===== config.mk =====
export PLATFORM = sky130hd
export DESIGN_NAME = dispatch_ctrl
export DESIGN_NICKNAME = d
export VERILOG_FILES = /design/src/rtl/dispatch_ctrl.sv
export SDC_FILE = /design/constraint.sdc
export NUM_CORES = 1
export LEC_CHECK = 0
export ABC_CLOCK_PERIOD_IN_PS = 3100
export BUFFER_PORTS_ARGS = -buffer_cell sky130_fd_sc_hd__buf_2
export CAP_MARGIN = 40
export CELL_PAD_IN_SITES_DETAIL_PLACEMENT = 0
export CELL_PAD_IN_SITES_GLOBAL_PLACEMENT = 2
export CORE_ASPECT_RATIO = 1.2
export CORE_MARGIN = 2
export CORE_UTILIZATION = 39
export DETAILED_ROUTE_END_ITERATION = 10
export PLACE_DENSITY_LB_ADDON = 0.1
export SYNTH_ARGS = -nofsm -noshare
export SYNTH_HDL_FRONTEND = slang
export SYNTH_SLANG_ARGS = --single-unit

===== constraint.sdc =====
create_clock -name clk -period 3.1 [get_ports clk]
set_input_delay 0 -clock clk [delete_from_list [all_inputs] [get_ports clk]]
set_output_delay 0 -clock clk [all_outputs]
set_load 0.005 [all_outputs]

===== src/rtl/dispatch_ctrl.sv =====
// rtl/dispatch_ctrl.sv - in-order dispatch queue routing decoded instructions to the ALU or LSU
// Optional feature macro: DISPATCH_BYPASS_EN (empty-queue combinational bypass to the targets)
module dispatch_ctrl #(
   parameter int INSTR_WIDTH = 32,
   parameter int C_SIG_WIDTH = 7,
   parameter int DEPTH       = 4
) (
   input  logic                   clk,
   input  logic                   rst,
   input  logic                   flush,
   input  logic                   in_valid,
   output logic                   in_ready,
   input  logic [INSTR_WIDTH-1:0] in_instr,
   input  logic [C_SIG_WIDTH-1:0] in_csig,
   output logic                   alu_valid,
   input  logic                   alu_ready,
   output logic                   lsu_valid,
   input  logic                   lsu_ready,
   output logic [INSTR_WIDTH-1:0] out_instr,
   output logic [C_SIG_WIDTH-1:0] out_csig,
   output logic [7:0]             drop_cnt
);

   localparam int PW = $clog2(DEPTH);
   localparam logic [PW:0] FULL = (PW+1)'(DEPTH);

   typedef enum logic [1:0] {
      RT_DROP,
      RT_ALU,
      RT_LSU
   } route_t;

   // Memory-access bits win over everything; an all-zero control word carries no work.
   function automatic route_t route_of(input logic [C_SIG_WIDTH-1:0] c);
      if (c[3] | c[2])
         return RT_LSU;
      else if (c != '0)
         return RT_ALU;
      else
         return RT_DROP;
   endfunction

   logic [INSTR_WIDTH-1:0] instr_mem [DEPTH];
   logic [C_SIG_WIDTH-1:0] csig_mem  [DEPTH];
   logic [PW-1:0]          head;
   logic [PW-1:0]          tail;
   logic [PW:0]            count;

   logic                   empty;
   logic                   sel_live;
   logic [INSTR_WIDTH-1:0] sel_instr;
   logic [C_SIG_WIDTH-1:0] sel_csig;
   route_t                 rt;
   logic                   take;
   logic                   q_pop;
   logic                   byp_take;
   logic                   push;
   logic                   drop_evt;

   assign empty    = (count == '0);
   // in_ready looks only at registered occupancy so a full queue never accepts on a pop cycle.
   assign in_ready = (count != FULL) && !flush;

   // Select what is presented to the targets: the head entry, or the incoming entry on bypass.
   always_comb begin
      sel_instr = instr_mem[head];
      sel_csig  = csig_mem[head];
      sel_live  = !empty;
`ifdef DISPATCH_BYPASS_EN
      if (empty) begin
         sel_instr = in_instr;
         sel_csig  = in_csig;
         sel_live  = in_valid && !flush;
      end
`endif
   end

   // Route the presented entry and decide whether it leaves this cycle.
   always_comb begin
      rt        = route_of(sel_csig);
      alu_valid = sel_live && (rt == RT_ALU);
      lsu_valid = sel_live && (rt == RT_LSU);
      drop_evt  = sel_live && (rt == RT_DROP);
      take      = drop_evt || (alu_valid && alu_ready) || (lsu_valid && lsu_ready);
      q_pop     = take && !empty;
      byp_take  = take && empty;
      push      = in_valid && in_ready && !byp_take;
      out_instr = sel_instr;
      out_csig  = sel_csig;
   end

   // Pointer, occupancy and drop-counter bookkeeping; flush clears the queue but keeps drop_cnt.
   always_ff @(posedge clk) begin
      if (rst) begin
         head     <= '0;
         tail     <= '0;
         count    <= '0;
         drop_cnt <= '0;
      end else if (flush) begin
         head  <= '0;
         tail  <= '0;
         count <= '0;
      end else begin
         if (push)
            tail <= tail + PW'(1);
         if (q_pop)
            head <= head + PW'(1);
         if (push && !q_pop)
            count <= count + (PW+1)'(1);
         else if (!push && q_pop)
            count <= count - (PW+1)'(1);
         if (drop_evt && (drop_cnt != 8'hFF))
            drop_cnt <= drop_cnt + 8'd1;
      end
   end

   // Entry storage is written at the tail and never cleared.
   always_ff @(posedge clk) begin
      if (!rst && push) begin
         instr_mem[tail] <= in_instr;
         csig_mem[tail]  <= in_csig;
      end
   end

endmodule


==> impl_metrics.xml <==
<?xml version="1.0" encoding="UTF-8"?>
<metrics>
  <group name="worst_setup_path">
    <metric name="worstSetupEndpointType" unit="">flip-flop</metric>
    <metric name="timing.critical_path.required" unit="ns">3.45</metric>
    <metric name="cp_max_fo" unit="">6</metric>
    <metric name="slowest_stage_delay_cp" unit="ns">0.59</metric>
    <metric name="timing.critical_path.cells" unit="">mux4_1, or4_4, o21ai_2, nand2_1, ha_1, inv_1, fa_1, xor2_1, or3_1, a21oi_1</metric>
    <metric name="worst_path_max_delay_cell" unit="">mux4_1</metric>
    <metric name="setup.worst_path.start_class" unit="">flip-flop</metric>
    <metric name="timing_worst_setup_path_type" unit="">flip-flop to flip-flop</metric>
    <metric name="critical_path_arrival" unit="ns">3.25</metric>
  </group>
  <group name="floorplan">
    <metric name="pin_count" unit="">95</metric>
    <metric name="die-area" unit="mm2">0.0179</metric>
    <metric name="die-height" unit="um">146</metric>
    <metric name="std_cell_rows" unit="">52</metric>
    <metric name="design.core.area" unit="mm2">0.0167</metric>
    <metric name="die_w" unit="um">123</metric>
    <metric name="initial_standard_cell_utilization_of_the_core" unit="">0.393</metric>
  </group>
  <group name="clock_tree">
    <metric name="clock_tree.buffer_depth" unit="">2</metric>
    <metric name="cts-buffers-inserted" unit="">17</metric>
    <metric name="tritoncts_clock_tree" unit="">built</metric>
    <metric name="clk_pin_slew" unit="ns">0.07</metric>
    <metric name="clock-sinks" unit="">173</metric>
    <metric name="clock_tree.root_cell" unit="">clkbuf_16</metric>
    <metric name="worst_skew_pair.late_latency" unit="ns">0.42</metric>
    <metric name="htreeDepth" unit="">4</metric>
    <metric name="cts_post_setup_buffers_inserted" unit="">0</metric>
  </group>
  <group name="timing">
    <metric name="worst_clock_skew" unit="ns">0.00794</metric>
    <metric name="timing.final.setup_violations" unit="">0</metric>
    <metric name="worstMarginPinSlew" unit="ns">0.447</metric>
    <metric name="max_freq" unit="GHz">0.345</metric>
    <metric name="grt_setup_unrepaired" unit="">no</metric>
    <metric name="worst_slew_margin_rel" unit="">0.700</metric>
    <metric name="fin_hold_ws" unit="ns">-0.0109</metric>
    <metric name="setup_total_negative_slack" unit="ns">0</metric>
    <metric name="period_needed" unit="ns">2.90</metric>
    <metric name="report.final.hold_viol_count" unit="">2</metric>
    <metric name="finalCritPeriodShare" unit="">0.935</metric>
    <metric name="finalMaxSlewViolations" unit="">0</metric>
  </group>
  <group name="synthesis">
    <metric name="synth.distinct_cells" unit="">38</metric>
    <metric name="synth-seq-cells" unit="">173</metric>
    <metric name="yosysTopAreaCell" unit="">edfxtp_1</metric>
    <metric name="synth_area" unit="mm2">0.00658</metric>
    <metric name="synth_sequential_area_ratio" unit="">0.764</metric>
    <metric name="yosys-top-cells-area" unit="">edfxtp_1 (71%), mux4_2 (13%), dfxtp_1 (5.2%)</metric>
    <metric name="syn_nets" unit="">359</metric>
    <metric name="synth.cells.most_frequent" unit="">edfxtp_1 (156), mux4_2 (37), nor2_1 (18), dfxtp_1 (17)</metric>
    <metric name="synthesis.instances" unit="">307</metric>
    <metric name="avgSynthCellArea" unit="um2">21.4</metric>
    <metric name="synth_largest_type_area_fraction" unit="">0.712</metric>
    <metric name="synth-async-reset-ratio" unit="">0</metric>
    <metric name="yosysMostFrequentCell" unit="">edfxtp_1</metric>
    <metric name="synth_top_flop_cell" unit="">edfxtp_1</metric>
    <metric name="number_of_synthesized_flops_with_an_enable_pin" unit="">156</metric>
    <metric name="yosys_warnings" unit="">0</metric>
  </group>
  <group name="finish">
    <metric name="finalNetCount" unit="">516</metric>
    <metric name="insertedDiodeCount" unit="">0</metric>
    <metric name="final_instance_area" unit="mm2">0.00835</metric>
    <metric name="area_growth_syn_to_layout" unit="%">27.0</metric>
    <metric name="share_of_final_layout_standard_cells_stronger_than_drive_strength_1" unit="">0.415</metric>
    <metric name="layoutNonFillerInstCount" unit="">693</metric>
  </group>
  <group name="route">
    <metric name="post_drt_via_cell_ratio" unit="">4.93</metric>
    <metric name="route.detailed.drc" unit="">0</metric>
    <metric name="via_count" unit="">3414</metric>
    <metric name="number_of_nets_with_antenna_violations_after_detailed_routing" unit="">0</metric>
    <metric name="detailedRoute.firstPassIterationCount" unit="">4</metric>
    <metric name="routed_wirelength" unit="um">12800</metric>
    <metric name="routedWlPerCell" unit="um">18.5</metric>
    <metric name="first_iter_violations" unit="">151</metric>
  </group>
  <group name="flow_run">
    <metric name="drv.max_cap_violation_count" unit="">0</metric>
  </group>
  <group name="outcome">
    <metric name="outcome" unit="">finished, violations left</metric>
    <metric name="violations_in_the_final_reports" unit="">negative hold slack</metric>
  </group>
  <group name="place">
    <metric name="place.port_buffers" unit="">94</metric>
    <metric name="finalWeightedCongestion" unit="">0.708</metric>
    <metric name="dp.final_hpwl" unit="um">8080</metric>
    <metric name="dpl_cell_area" unit="mm2">0.00738</metric>
    <metric name="place_inst" unit="">621</metric>
  </group>
  <group name="global_route">
    <metric name="grt_remaining_overflow" unit="">0</metric>
    <metric name="grt_first_pass_wirelength" unit="um">19900</metric>
    <metric name="globalRouteTotalUtil" unit="">0.153</metric>
    <metric name="grt_antenna_before_repair" unit="">0</metric>
    <metric name="vias_in_the_first_global_route" unit="">3590</metric>
    <metric name="largest_net_degree_at_the_start_of_global_routing" unit="">25</metric>
  </group>
  <group name="worst_hold_path">
    <metric name="hold_path.class" unit="">primary input to flip-flop</metric>
  </group>
  <group name="power_and_ir_drop">
    <metric name="ir_drop" unit="mV">0.399</metric>
    <metric name="pwr_density_cell" unit="mW/mm2">583</metric>
    <metric name="p_leak" unit="nW">2.94</metric>
    <metric name="p_total" unit="mW">4.87</metric>
  </group>
</metrics>
-- flip-flops by register name (all words and copies together), names as in the netlist, named ones only --
signal     cells
count          3
head           2
csig_mem      28
tail           2
instr_mem    128
drop_cnt       8
-- routing by layer --
metal	vias to the layer above	global-route usage	wire length [um]
li1	1574	-	-
met1	1745	0.197	5490
met2	83	0.249	6510
met3	12	0.0410	607
met4	0	0.0569	195
met5	-	0	0
-- worst paths after layout --
kind / startpoint / endpoint / slack, ns / depth (start not counted)
min: alu_ready / flip-flop / -0.01 / 4
max: flip-flop / count[2] / 0.20 / 10
min reg2reg: count[2] / count[2] / 0.53 / 2
max reg2reg: flip-flop / count[2] / 0.20 / 10
-- critical path: cells and delay by family (launching register included) --
family	cells	cell delay [ns]
flip-flops	1	0.40
AO/OA/AOI/OAI	2	0.31
XOR/XNOR	1	0.08
multiplexers	1	0.59
adder cells (fa/ha/maj)	2	0.41
buffers and inverters	1	0.07
AND/OR/NAND/NOR	3	0.97
-- cell usage in the layout, fill, tap and decap left out, types with 2 or more instances in the layout --
cell type	instances
nand4_1	2
buf_2	94
mux4_2	37
mux2_2	3
nor2_1	18
ha_1	6
mux2i_1	3
dlygate4sd3_1	40
mux2_4	2
clkinv_4	3
clkbuf_16	17
mux4_1	2
a31o_2	3
and3_1	2
xor2_1	2
and2_2	4
nor2b_1	4
nand2b_1	2
clkinvlp_4	2
dfxtp_1	15
inv_1	6
clkinv_2	3
a21oi_1	5
nor3_1	2
inv_8	2
inv_6	3
edfxtp_1	156
a311oi_1	2
xnor2_1	2
buf_4	16
-- metrics by stage --
stage                     setup WS (ns)  utilization
after global routing             0.0279        0.500
after CTS                        0.0220        0.499
after global placement            0.126        0.442
final                             0.202        0.500
after floorplan                   0.152            -
after detailed placement         0.0375        0.442
-- cells by family (layout without fill, tap and decap cells) --
| kind of cell | Yosys count | in the layout | share of synthesized area |
|---|---|---|---|
| mux | 47 | 47 | 0.149 |
| fa+ha+maj | 7 | 7 | 0.0145 |
| flops | 173 | 173 | 0.764 |
| compound gates | 14 | 14 | 0.0150 |
| simple gates | 44 | 44 | 0.0392 |
| xor+xnor | 4 | 4 | 0.00533 |
| buf+inv | 18 | 188 | 0.0127 |
-- power by group --
part	switching [mW]	leakage [nW]	internal (mW)
logic	0.126	1.12	0.148
registers	0.0122	1.55	2.57
clock network	0.897	0.275	1.12
-- layout make-up --
class,instances,area [um2]
Sequential cell,173,5030
Clock inverter,15,139
Timing Repair Buffer,150,991
Multi-Input combinational cell,116,1480
Fill cell,1380,8370
Inverter,6,22.5
Tap cell,216,270
Clock buffer,17,425
-- what timing repair did --
| item | in CTS | in global routing |
|---|---|---|
| endpoints found under the setup margin | 0 | 2 |
| hold buffers | 40 | 0 |
| gates resized for setup | 0 | 2 |
| endpoints found under the hold margin | 159 | 0 |
Power figures use the tool's default switching activity.
